[config.mk]
export PLATFORM = sky130hd
export DESIGN_NAME = game_state_controller
export DESIGN_NICKNAME = d
export VERILOG_FILES = /design/src/rtl/game_pkg.sv /design/src/rtl/hold_timer.sv /design/src/rtl/game_state_controller.sv
export SDC_FILE = /design/constraint.sdc
export NUM_CORES = 1
export LEC_CHECK = 0
export BUFFER_PORTS_ARGS = -buffer_cell sky130_fd_sc_hd__buf_4
export CAP_MARGIN = 20
export CELL_PAD_IN_SITES_DETAIL_PLACEMENT = 0
export CELL_PAD_IN_SITES_GLOBAL_PLACEMENT = 2
export CORE_MARGIN = 10
export CORE_UTILIZATION = 30
export DETAILED_ROUTE_END_ITERATION = 10
export PLACE_DENSITY = 0.78
export SYNTH_ARGS = -nofsm -noshare
export SYNTH_HDL_FRONTEND = slang
export SYNTH_SLANG_ARGS = --single-unit
[constraint.sdc]
create_clock -name i_Clk -period 7.4 [get_ports i_Clk]
set_clock_uncertainty 0.2 [all_clocks]
set_input_delay 1.48 -clock i_Clk [delete_from_list [all_inputs] [get_ports i_Clk]]
set_output_delay 1.48 -clock i_Clk [all_outputs]
set_load 0.02 [all_outputs]
[src/rtl/game_pkg.sv]
// game_pkg: state encoding, counter widths and timing defaults shared by the game sequencer
package game_pkg;
   typedef enum logic [2:0] {
      IDLE        = 3'd0,
      PLAY        = 3'd1,
      DYING       = 3'd2,
      LEVEL_PAUSE = 3'd3,
      GAME_OVER   = 3'd4
   } state_t;
   localparam int LIVES_W = 3;
   localparam int LEVEL_W = 4;
   localparam int COUNT_W = 32;
   localparam logic [COUNT_W-1:0] COUNT_LIMIT = '1;
   localparam int unsigned DEATH_HOLD_DEF = 25000000;
   localparam int unsigned LEVEL_HOLD_DEF = 12500000;
   localparam int unsigned BLINK_TICKS_DEF = 3125000;
endpackage

[src/rtl/hold_timer.sv]
// hold_timer: loadable down-counter that parks at zero and flags done there
module hold_timer
   import game_pkg::*;
(
   input  logic               i_Clk,
   input  logic               i_Rst_N,
   input  logic               load,
   input  logic [COUNT_W-1:0] load_val,
   output logic               done
);
   logic [COUNT_W-1:0] count;
   always_ff @(posedge i_Clk)
      if (!i_Rst_N) count <= '0;
      else if (load) count <= load_val;
      else if (count != '0) count <= count - COUNT_W'(1);
   assign done = count == '0;
endmodule

[src/rtl/game_state_controller.sv]
// game_state_controller: game FSM with lives/level counters, death/level holds and frog blink
module game_state_controller
   import game_pkg::*;
#(
   parameter int unsigned LIVES_INI   = 3,
   parameter int unsigned MAX_LEVEL   = 9,
   parameter int unsigned DEATH_HOLD  = DEATH_HOLD_DEF,
   parameter int unsigned LEVEL_HOLD  = LEVEL_HOLD_DEF,
   parameter int unsigned BLINK_TICKS = BLINK_TICKS_DEF
)(
   input  logic               i_Clk,
   input  logic               i_Rst_N,
   input  logic               i_Start,
   input  logic               i_Has_Collided,
   input  logic               i_Level_Up,
   output logic               o_Game_Active,
   output logic               o_Draw_Frog,
   output logic               o_Game_Over,
   output logic [2:0]         o_State,
   output logic [LIVES_W-1:0] o_Lives,
   output logic [LEVEL_W-1:0] o_Level,
   output logic [LEVEL_W-1:0] o_Car_Speed
);
   state_t state, state_n;
   logic [LIVES_W-1:0] lives, lives_n;
   logic [LEVEL_W-1:0] level, level_n;
   logic [COUNT_W-1:0] load_val, blink_cnt;
   logic start_q, start_rise, load, done, blink_phase;

   assign start_rise = i_Start & ~start_q;

   hold_timer u_hold (
      .i_Clk    (i_Clk),
      .i_Rst_N  (i_Rst_N),
      .load     (load),
      .load_val (load_val),
      .done     (done)
   );

   always_comb begin
      state_n  = state;
      lives_n  = lives;
      level_n  = level;
      load     = 1'b0;
      load_val = COUNT_W'(DEATH_HOLD - 1);
      case (state)
         IDLE, GAME_OVER:
            if (start_rise) begin
               lives_n = LIVES_W'(LIVES_INI);
               level_n = LEVEL_W'(1);
               state_n = PLAY;
            end
         PLAY:
            if (i_Has_Collided) begin
               lives_n = (lives > LIVES_W'(1)) ? lives - LIVES_W'(1) : '0;
               state_n = (lives > LIVES_W'(1)) ? DYING : GAME_OVER;
               load    = lives > LIVES_W'(1);
            end else if (i_Level_Up) begin
               level_n  = (level >= LEVEL_W'(MAX_LEVEL)) ? LEVEL_W'(MAX_LEVEL) : level + LEVEL_W'(1);
               load     = 1'b1;
               load_val = COUNT_W'(LEVEL_HOLD - 1);
               state_n  = LEVEL_PAUSE;
            end
         DYING, LEVEL_PAUSE:
            if (done) state_n = PLAY;
         default: state_n = IDLE;
      endcase
   end

   // blink phase restarts at 0 on every DYING entry because it is held clear outside DYING
   always_ff @(posedge i_Clk)
      if (!i_Rst_N) begin
         state       <= IDLE;
         lives       <= '0;
         level       <= LEVEL_W'(1);
         start_q     <= 1'b0;
         blink_cnt   <= '0;
         blink_phase <= 1'b0;
      end else begin
         state   <= state_n;
         lives   <= lives_n;
         level   <= level_n;
         start_q <= i_Start;
         if (state != DYING) begin
            blink_cnt   <= '0;
            blink_phase <= 1'b0;
         end else if (blink_cnt == COUNT_W'(BLINK_TICKS - 1)) begin
            blink_cnt   <= '0;
            blink_phase <= ~blink_phase;
         end else blink_cnt <= blink_cnt + COUNT_W'(1);
      end

   assign o_State       = state;
   assign o_Game_Active = state == PLAY;
   assign o_Game_Over   = state == GAME_OVER;
   assign o_Draw_Frog   = (state == DYING) ? blink_phase : (state == PLAY || state == LEVEL_PAUSE);
   assign o_Lives       = lives;
   assign o_Level       = level;
   assign o_Car_Speed   = level;
endmodule

==> results.sh, run 1 <==
export IMPL_p_seq_frac=0.328
export IMPL_ys_warn_count=0
export IMPL_status="finished clean"
export IMPL_avgSynthCellArea_sq_um=8.49
export IMPL_die_area_sq_um=18000
export IMPL_crit_chain="buf_4 > nor3b_1 > or3_1 > nand4_1 > nand3_1 > mux2_2"
export IMPL_hold_path_class="reg2reg"
export IMPL_tritoncts="built"
export IMPL_final_cells=649
export IMPL_setup_viol=0
export IMPL_drc=0
export IMPL_fmax_mhz=277
export IMPL_worst_slew_pin_slew_ps=981
export IMPL_setup_tns_ps=0
export IMPL_cts_reportedPaths_clkPinSlew_ps=60
export IMPL_internal_power_mw=1.08
export IMPL_synth_area_leaders="dfxtp_1, nor2_1, xnor2_1, xor2_1, nor4_1"
export IMPL_viasPerCell=5.22
export IMPL_cts_resized=0
export IMPL_port_buffer_count=21
export IMPL_place_gp_congestion=0.803
export IMPL_synth_top_area_share=0.389
export IMPL_synth_top_cell_by_area="dfxtp_1"
export IMPL_clock_sinks=76
export IMPL_drt_iter0_drc=192
export IMPL_cts_max_level=3
export IMPL_critPathKind="in2reg"
export IMPL_synth_edf_count=0
export IMPL_fin_crit_sh=0.489
export IMPL_p_sw_uw=709
export IMPL_netlist_area_sq_um=3920
export IMPL_synth_seq_area_share=0.389
export IMPL_maxCapViolCount=0
export IMPL_crit_arrival_ps=3640
export IMPL_rsz0062_at_grt="false"
export IMPL_routedWlPerCell_microns=14.8
export IMPL_ys_seq_elements=76
export IMPL_synth_nets=472
export IMPL_layout_nets=483
export IMPL_fp_dieW_microns=134
export IMPL_ir_drop_v=0.000140
export IMPL_pwr_share_comb=0.397
export IMPL_grtUsageTotal=0.112
export IMPL_cp_slowest_cell="or3_1"
export IMPL_clk_path_buf_depth=2
export IMPL_grt_max_degree=33
export IMPL_hold_viol=0
export IMPL_drt_total_wl_microns=9590
export IMPL_grt_pass1_vias=3195
export IMPL_drive_above_1_share=0.130
export IMPL_ios=22
export IMPL_grt_overflow=0
export IMPL_antenna_found_initial=0
export IMPL_die_h_microns=134
export IMPL_synth_flop_cell="dfxtp_1"
export IMPL_critPathMaxStageDelay_ps=700
export IMPL_cp_end_kind="flop"
export IMPL_cts_hold_buf=0
export IMPL_worstSkewPairLatency_ps=340
export IMPL_cts_setup_buffers=0
export IMPL_placementRows=41
export IMPL_ctsRootBufferMaster="clkbuf_16"
export IMPL_slew_headroom=0.341
export IMPL_power_density_nw_per_um2=397
export IMPL_drv_slew=0
export IMPL_num_vias=3387
export IMPL_crit_path_start_kind="primary input"
export IMPL_dpl_hpwl_microns=6880
export IMPL_cp_required_ps=7430
export IMPL_leakagePower_nw=1.56
export IMPL_critPathMaxFanout=22
export IMPL_clkPwrFrac=0.275
export IMPL_area_growth_pct=15.3
export IMPL_swShare=0.396
export IMPL_async_flop_share=0
export IMPL_dr_pass1_iters=4
export IMPL_cts_inserted_buffers=9
export IMPL_initial_utilization=0.308
export IMPL_ys_types=67
export IMPL_placeableCoreArea_sq_um=12700
export IMPL_n_antenna_cell=0
export IMPL_ant_nets=0
export IMPL_period_needed_ps=3620
export IMPL_syn_inst=461
export IMPL_grt_pass1_wl_microns=16500
export IMPL_placed_cells=633
placed cells by master (no fill, tap or decap), types with 3 or more instances in the layout:
| cell | n |
|---|---|
| or2_2 | 4 |
| xnor2_1 | 19 |
| a21o_1 | 3 |
| dfxtp_1 | 76 |
| nor3_1 | 16 |
| nand2_1 | 21 |
| a21boi_0 | 3 |
| a311oi_1 | 5 |
| nor4_1 | 18 |
| a21oi_1 | 20 |
| and4_1 | 4 |
| inv_1 | 14 |
| ha_1 | 6 |
| nor2_1 | 67 |
| a211oi_1 | 4 |
| nand3_1 | 16 |
| nand4_1 | 13 |
| o31ai_1 | 9 |
| or4_1 | 8 |
| clkbuf_16 | 9 |
| o21ai_0 | 18 |
| xor2_1 | 17 |
| or3_1 | 11 |
| and3_1 | 10 |
| buf_4 | 21 |
| clkbuf_8 | 3 |
| a31oi_1 | 8 |
sequential cells by signal, indices dropped and copies added (netlist names):
| signal | count |
|---|---|
| blink_cnt | 32 |
| u_hold.count | 32 |
| o_Car_Speed | 4 |
| o_Lives | 3 |
| o_State | 3 |
| blink_phase | 1 |
| start_q | 1 |
per-layer routing:
metal  share of wire  up-vias  GRT usage
met5               0        -          0
met4           0.016        0     0.0544
met3           0.044       11     0.0239
met2            0.45       47      0.166
met1            0.49     1611      0.149
li1                -     1718          -
through the flow:
stage / power (mW) / instance area, sq um / hold slack (ps) / util / setup slack [ps]
final: 1.79 / 4520 / 262 / 0.355 / 3780
after global routing: 1.93 / 4520 / 310 / 0.355 / 3620
after CTS: 1.81 / 4520 / 268 / 0.355 / 3830
after detailed placement: 1.31 / 4180 / 254 / 0.328 / 3480
after global placement: 1.30 / 4180 / 241 / 0.328 / 3530
after floorplan: 1.12 / 3920 / 230 / - / 4330
critical path, delay by kind of cell:
kind / cells / cell delay (ps)
buffers and inverters: 1 / 100
AND/OR/NAND/NOR: 4 / 1710
multiplexers: 1 / 340
synth_stat cells (all sizes together), types with 11 or more instances:
cell type,instances
a21oi,20
or3,12
buf,13
nand4,13
dfxtp,76
xnor2,19
nand2,22
nor3,19
xor2,17
or4,11
nor4,21
inv,14
o21ai,18
nor2,68
nand3,17
worst paths after layout:
path              slack (ps)               end            from  cells past startpoint
setup / recovery        3780  u_hold.count[27]  i_Has_Collided                      6
hold / removal           260      blink_cnt[0]    blink_cnt[0]                      1
setup reg to reg        4510  u_hold.count[27]      o_State[0]                      5
hold reg to reg          260      blink_cnt[0]    blink_cnt[0]                      1
power groups by stage:
stage	sequential [mW]	clock [mW]	combinational [mW]
floorplan	0.580	0	0.545
global placement	0.592	0	0.708
detailed placement	0.594	0	0.713
CTS	0.586	0.504	0.716
global route	0.603	0.526	0.796
finish	0.587	0.492	0.712
cells by family after synthesis:
| logic type | after synthesis | share of synthesized area |
|---|---|---|
| flops | 76 | 0.389 |
| fa+ha+maj | 6 | 0.0192 |
| simple gates | 222 | 0.326 |
| xor+xnor | 36 | 0.0805 |
| compound gates | 82 | 0.136 |
| buf+inv | 36 | 0.0422 |
| mux | 3 | 0.00799 |
layout make-up:
type,instances,area (sq um)
clock buffer,12,267
clock inverter,4,70.1
fill,1385,8210
inverter,15,56.3
multi-input combinational,349,2230
sequential,76,1520
tap,172,215
timing repair buffer,21,158
Power figures use the tool's default switching activity.
==> run 2: changes to the inputs <==
Settings changed: PLACE_DENSITY 0.78 to 0.8.
Clock period 7.4 ns to 3.3 ns, I/O delays scaled along.
==> run 2 against run 1 <==
Net effect:
- routed wire length up 1.1%
- first-iteration DRC count is 17% higher
- clock power rose by 120%
- utilization rose by 0.41 points
- final cell count grew 1.1%
- count of clock-buffer cells in the layout unchanged
- sequential power is 120% higher
- register-to-register slack worse by 3900 ps
- sequential cell count is the same
- global-route usage is 0.15 points lower
- setup slack got worse by 3200 ps
- largest power group unchanged
- highest routed layer unchanged
==> results.sh, run 2 (synthesis results as in run 1) <==
export IMPL_grt_pass1_vias=3264
export IMPL_maxCapViolCount=0
export IMPL_final_cells=656
export IMPL_cp_end_kind="flop"
export IMPL_tritoncts="built"
export IMPL_cts_resized=0
export IMPL_routedWlPerCell_microns=14.8
export IMPL_die_area_sq_um=18000
export IMPL_ctsRootBufferMaster="clkbuf_16"
export IMPL_cts_hold_buf=0
export IMPL_placementRows=41
export IMPL_drv_slew=0
export IMPL_setup_viol=0
export IMPL_antenna_found_initial=0
export IMPL_hold_viol=0
export IMPL_cts_inserted_buffers=9
export IMPL_grt_pass1_wl_microns=16400
export IMPL_grt_overflow=0
export IMPL_clock_sinks=76
export IMPL_num_vias=3450
export IMPL_crit_path_start_kind="flop"
export IMPL_drt_total_wl_microns=9690
export IMPL_drt_iter0_drc=225
export IMPL_post_route_util=0.359
export IMPL_layout_common_cells="dfxtp_1, nor2_1, buf_4"
export IMPL_dp_slack_ps=590
export IMPL_critPathMaxFanout=11
export IMPL_hold_path_class="reg2reg"
export IMPL_grt_max_degree=23
export IMPL_leakagePower_nw=1.59
export IMPL_layout_nets=490
export IMPL_slew_headroom=0.518
export IMPL_viasPerCell=5.26
export IMPL_cp_required_ps=3310
export IMPL_ios=22
export IMPL_dpl_hpwl_microns=6900
export IMPL_cts_reportedPaths_clkPinSlew_ps=60
export IMPL_worst_slew_pin_slew_ps=719
export IMPL_fmax_mhz=368
export IMPL_cts_max_level=3
export IMPL_placed_cells=640
export IMPL_fin_ws_ps=584
export IMPL_ir_drop_v=0.000298
export IMPL_port_buffer_count=21
export IMPL_cp_slowest_cell="nor3_2"
export IMPL_dr_pass1_iters=4
export IMPL_rsz0062_at_grt="false"
export IMPL_mostFrequentLayoutCell="dfxtp_1"
export IMPL_fin_crit_sh=0.823
export IMPL_die_h_microns=134
export IMPL_clk_path_buf_depth=2
export IMPL_status="finished clean"
export IMPL_fp_dieW_microns=134
export IMPL_placeableCoreArea_sq_um=12700
export IMPL_grtUsageTotal=0.110
export IMPL_crit_chain="nor4_1 > nand4_1 > nor3_2 > and3_1 > a311oi_1"
export IMPL_drc=0
export IMPL_critPathKind="reg2reg"
export IMPL_worstSkewPairLatency_ps=340
export IMPL_setup_tns_ps=0
export IMPL_critPathMaxStageDelay_ps=720
export IMPL_drive_above_1_share=0.143
export IMPL_area_growth_pct=16.7
export IMPL_crit_arrival_ps=2720
export IMPL_n_antenna_cell=0
export IMPL_ant_nets=0
export IMPL_initial_utilization=0.308
export IMPL_power_density_nw_per_um2=880
export IMPL_period_needed_ps=2720
export IMPL_place_gp_congestion=0.803
export IMPL_cts_setup_buffers=0
export IMPL_fillers=1351
run 2: stage by stage:
step	instance area [sq um]	power [mW]	hold slack [ps]
after CTS	4570	4.05	263
after global routing	4570	4.32	310
after global placement	4230	2.92	241
final	4570	4.02	257
after floorplan	3920	2.52	230
after detailed placement	4230	2.93	249
run 2: where the power goes:
part / switching, mW / leakage [nW] / internal, mW
sequential: 0.227 / 0.618 / 1.09
combinational: 0.969 / 0.803 / 0.632
clock: 0.382 / 0.169 / 0.722
total: 1.58 / 1.59 / 2.44
run 2: layout make-up:
type	count	area, sq um	share of cell area
Clock inverter	4	70.1	0.0153
Clock buffer	12	267	0.0583
Multi-Input combinational cell	349	2230	0.488
Tap cell	172	215	0.0471
Timing Repair Buffer	28	210	0.0460
Sequential cell	76	1520	0.333
Inverter	15	56.3	0.0123
run 2: layer usage:
metal / share of wire / GRT usage / vias to the layer above
li1: - / - / 1725
met1: 0.50 / 0.147 / 1665
met2: 0.44 / 0.165 / 50
met3: 0.040 / 0.0291 / 10
met4: 0.016 / 0.0399 / 0
met5: 0 / 0 / -
run 2: critical path: cells and delay by family (launching register included):
| kind | cells | cell delay (ps) |
|---|---|---|
| DFF | 1 | 360 |
| and+or+nand+nor | 4 | 1940 |
| AOI/OAI and AO/OA | 1 | 70 |
run 2: final timing paths:
path                            cells past startpoint         endpoint        startpoint  slack (ps)
worst min-delay path                                1     blink_cnt[0]      blink_cnt[0]         260
worst max register to register                      5  u_hold.count[2]  u_hold.count[18]         580
worst max-delay path                                5  u_hold.count[2]  u_hold.count[18]         580
worst min register to register                      1     blink_cnt[0]      blink_cnt[0]         260
==> run 3: changes to the inputs <==
Settings changed: PLACE_DENSITY 0.8 to 0.78.
Clock period 3.3 ns to 2.5 ns, I/O delays scaled along.
==> run 3 against run 2 <==
Net effect:
- sequential share of layout area fell by 0.99 points
- final cell count rose by 3.5%
- clock power up 9%
- total power is 34% higher
- first-iteration DRC count decreased by 19%
- fmax increased by 17%
- count of clock-buffer cells in the layout increased by 1
==> results.sh, run 3 (synthesis results as in run 1) <==
export IMPL_status="finished clean"
export IMPL_grt_overflow=0
export IMPL_leakagePower_nw=1.67
export IMPL_power_density_nw_per_um2=1150
export IMPL_layout_nets=514
export IMPL_cp_required_ps=2560
export IMPL_area_growth_pct=20.3
export IMPL_fin_ws_ps=182
export IMPL_ctsRootBufferMaster="clkbuf_16"
export IMPL_tritoncts="built"
export IMPL_initial_utilization=0.308
export IMPL_crit_chain="inv_1 > ha_2 > or3b_4 > buf_4 > or3_2 > or3_1 > a21oi_1"
export IMPL_critPathMaxStageDelay_ps=420
export IMPL_routedWlPerCell_microns=14.9
export IMPL_pwr_share_comb=0.458
export IMPL_ant_nets=0
export IMPL_critPathKind="reg2reg"
export IMPL_die_h_microns=134
export IMPL_cts_inserted_buffers=9
export IMPL_antenna_found_initial=0
export IMPL_clk_path_buf_depth=2
export IMPL_fin_crit_sh=0.927
export IMPL_worst_slew_pin_slew_ps=508
export IMPL_grtUsageTotal=0.116
export IMPL_crit_path_start_kind="flop"
export IMPL_dpl_hpwl_microns=7510
export IMPL_drt_iter0_drc=182
export IMPL_setup_viol=0
export IMPL_cp_end_kind="flop"
export IMPL_ir_drop_v=0.000476
export IMPL_num_vias=3479
export IMPL_dr_pass1_iters=6
export IMPL_p_total_mw=5.40
export IMPL_crit_arrival_ps=2380
export IMPL_hold_path_class="in2reg"
export IMPL_drive_above_1_share=0.183
export IMPL_mostFrequentLayoutCell="dfxtp_1"
export IMPL_cts_max_level=3
export IMPL_fmax_mhz=431
export IMPL_maxCapViolCount=0
export IMPL_cp_slowest_cell="or3_2"
export IMPL_drc=0
export IMPL_grtUsageMet1=0.157
export IMPL_placed_cells=661
export IMPL_drv_slew=0
export IMPL_swShare=0.403
export IMPL_grt_util_met3=0.0254
export IMPL_slew_headroom=0.661
export IMPL_port_buffer_count=21
export IMPL_grt_pass1_wl_microns=17200
export IMPL_grt_use_met2=0.171
export IMPL_internal_power_mw=3.22
export IMPL_placeableCoreArea_sq_um=12700
export IMPL_rsz0062_at_grt="false"
export IMPL_viasPerCell=5.12
export IMPL_p_seq_frac=0.320
export IMPL_clkPwrFrac=0.222
export IMPL_layout_common_cells="dfxtp_1, nor2_1, buf_4"
export IMPL_hold_viol=0
export IMPL_fp_dieW_microns=134
export IMPL_dp_slack_ps=-21.5
export IMPL_n_antenna_cell=0
export IMPL_place_gp_congestion=0.855
export IMPL_grt_pass1_vias=3361
export IMPL_top_usage_layer="met2"
export IMPL_p_sw_mw=2.18
export IMPL_placementRows=41
export IMPL_setup_tns_ps=0
export IMPL_clock_sinks=76
export IMPL_ios=22
export IMPL_final_cells=679
export IMPL_period_needed_ps=2320
export IMPL_drt_total_wl_microns=10100
export IMPL_grt_max_degree=21
export IMPL_cts_reportedPaths_clkPinSlew_ps=60
export IMPL_worstSkewPairLatency_ps=330
export IMPL_critPathMaxFanout=5
export IMPL_die_area_sq_um=18000
## run 3: cell types whose count changed in the layout (fill, tap and decap cells not counted)
cell / change
bufinv_16: -2
ha_2: +1
nor4_1: -2
clkbuf_1: +2
or3b_2: -1
nor4_4: +1
clkbuf_8: -1
buf_4: +24
ha_1: -1
nor4_2: +1
or3b_4: +1
## run 3: worst paths after layout
check                                startpoint         endpoint  slack (ps)  depth (start not counted)
worst max-delay path            u_hold.count[0]  u_hold.count[6]         180                          7
worst min-delay path                    i_Start          start_q         190                          2
worst max register to register  u_hold.count[0]  u_hold.count[6]         180                          7
worst min register to register     blink_cnt[0]     blink_cnt[0]         260                          1
## run 3: area by class of cell
cell class	instances	area, sq um
inverters	15	56.3
well taps	172	215
flip-flops and latches	76	1520
repair buffers	52	390
multi-input cells	349	2250
fillers	1351	8010
clock buffers	13	260
clock inverters	2	10.0
## run 3: power by group through the flow
stage                     Combinational [mW]  Sequential, mW  Clock (mW)
final                                   2.47            1.73        1.20
after global routing                    2.73            1.76        1.28
after CTS                               2.42            1.72        1.25
after detailed placement                2.38            1.74           0
after global placement                  2.37            1.73           0
after floorplan                         1.61            1.72           0
## run 3: worst max-delay path, delay by kind of cell, from the launching register on
family	cells	cell delay, ps
flops	1	350
simple gates	3	1130
buf+inv	2	230
compound gates	1	140
fa+ha+maj	1	190
## run 3: through the flow
step / util / instance area, sq um / hold WS [ps]
final: 0.370 / 4710 / 189
after global routing: 0.370 / 4710 / 192
after CTS: 0.367 / 4670 / 177
after detailed placement: 0.345 / 4390 / 255
after global placement: 0.345 / 4390 / 245
after floorplan: - / 3920 / 230
## run 3: repair_timing
| item | in CTS | in global routing |
|---|---|---|
| pin swaps | 0 | 2 |
| setup endpoints to repair | 1 | 8 |
| resized for setup | 2 | 3 |
| hold endpoints to repair | 0 | 0 |
| hold buffers | 0 | 0 |
| buffers inserted | 0 | 3 |
## run 3: metal layers
| layer | part of all wire | up-vias | wire [microns] |
|---|---|---|---|
| met5 | 0 | - | 0 |
| met2 | 0.45 | 49 | 4570 |
| met4 | 0.0086 | 0 | 87 |
| met1 | 0.50 | 1653 | 5040 |
| met3 | 0.041 | 7 | 412 |
| li1 | - | 1770 | - |
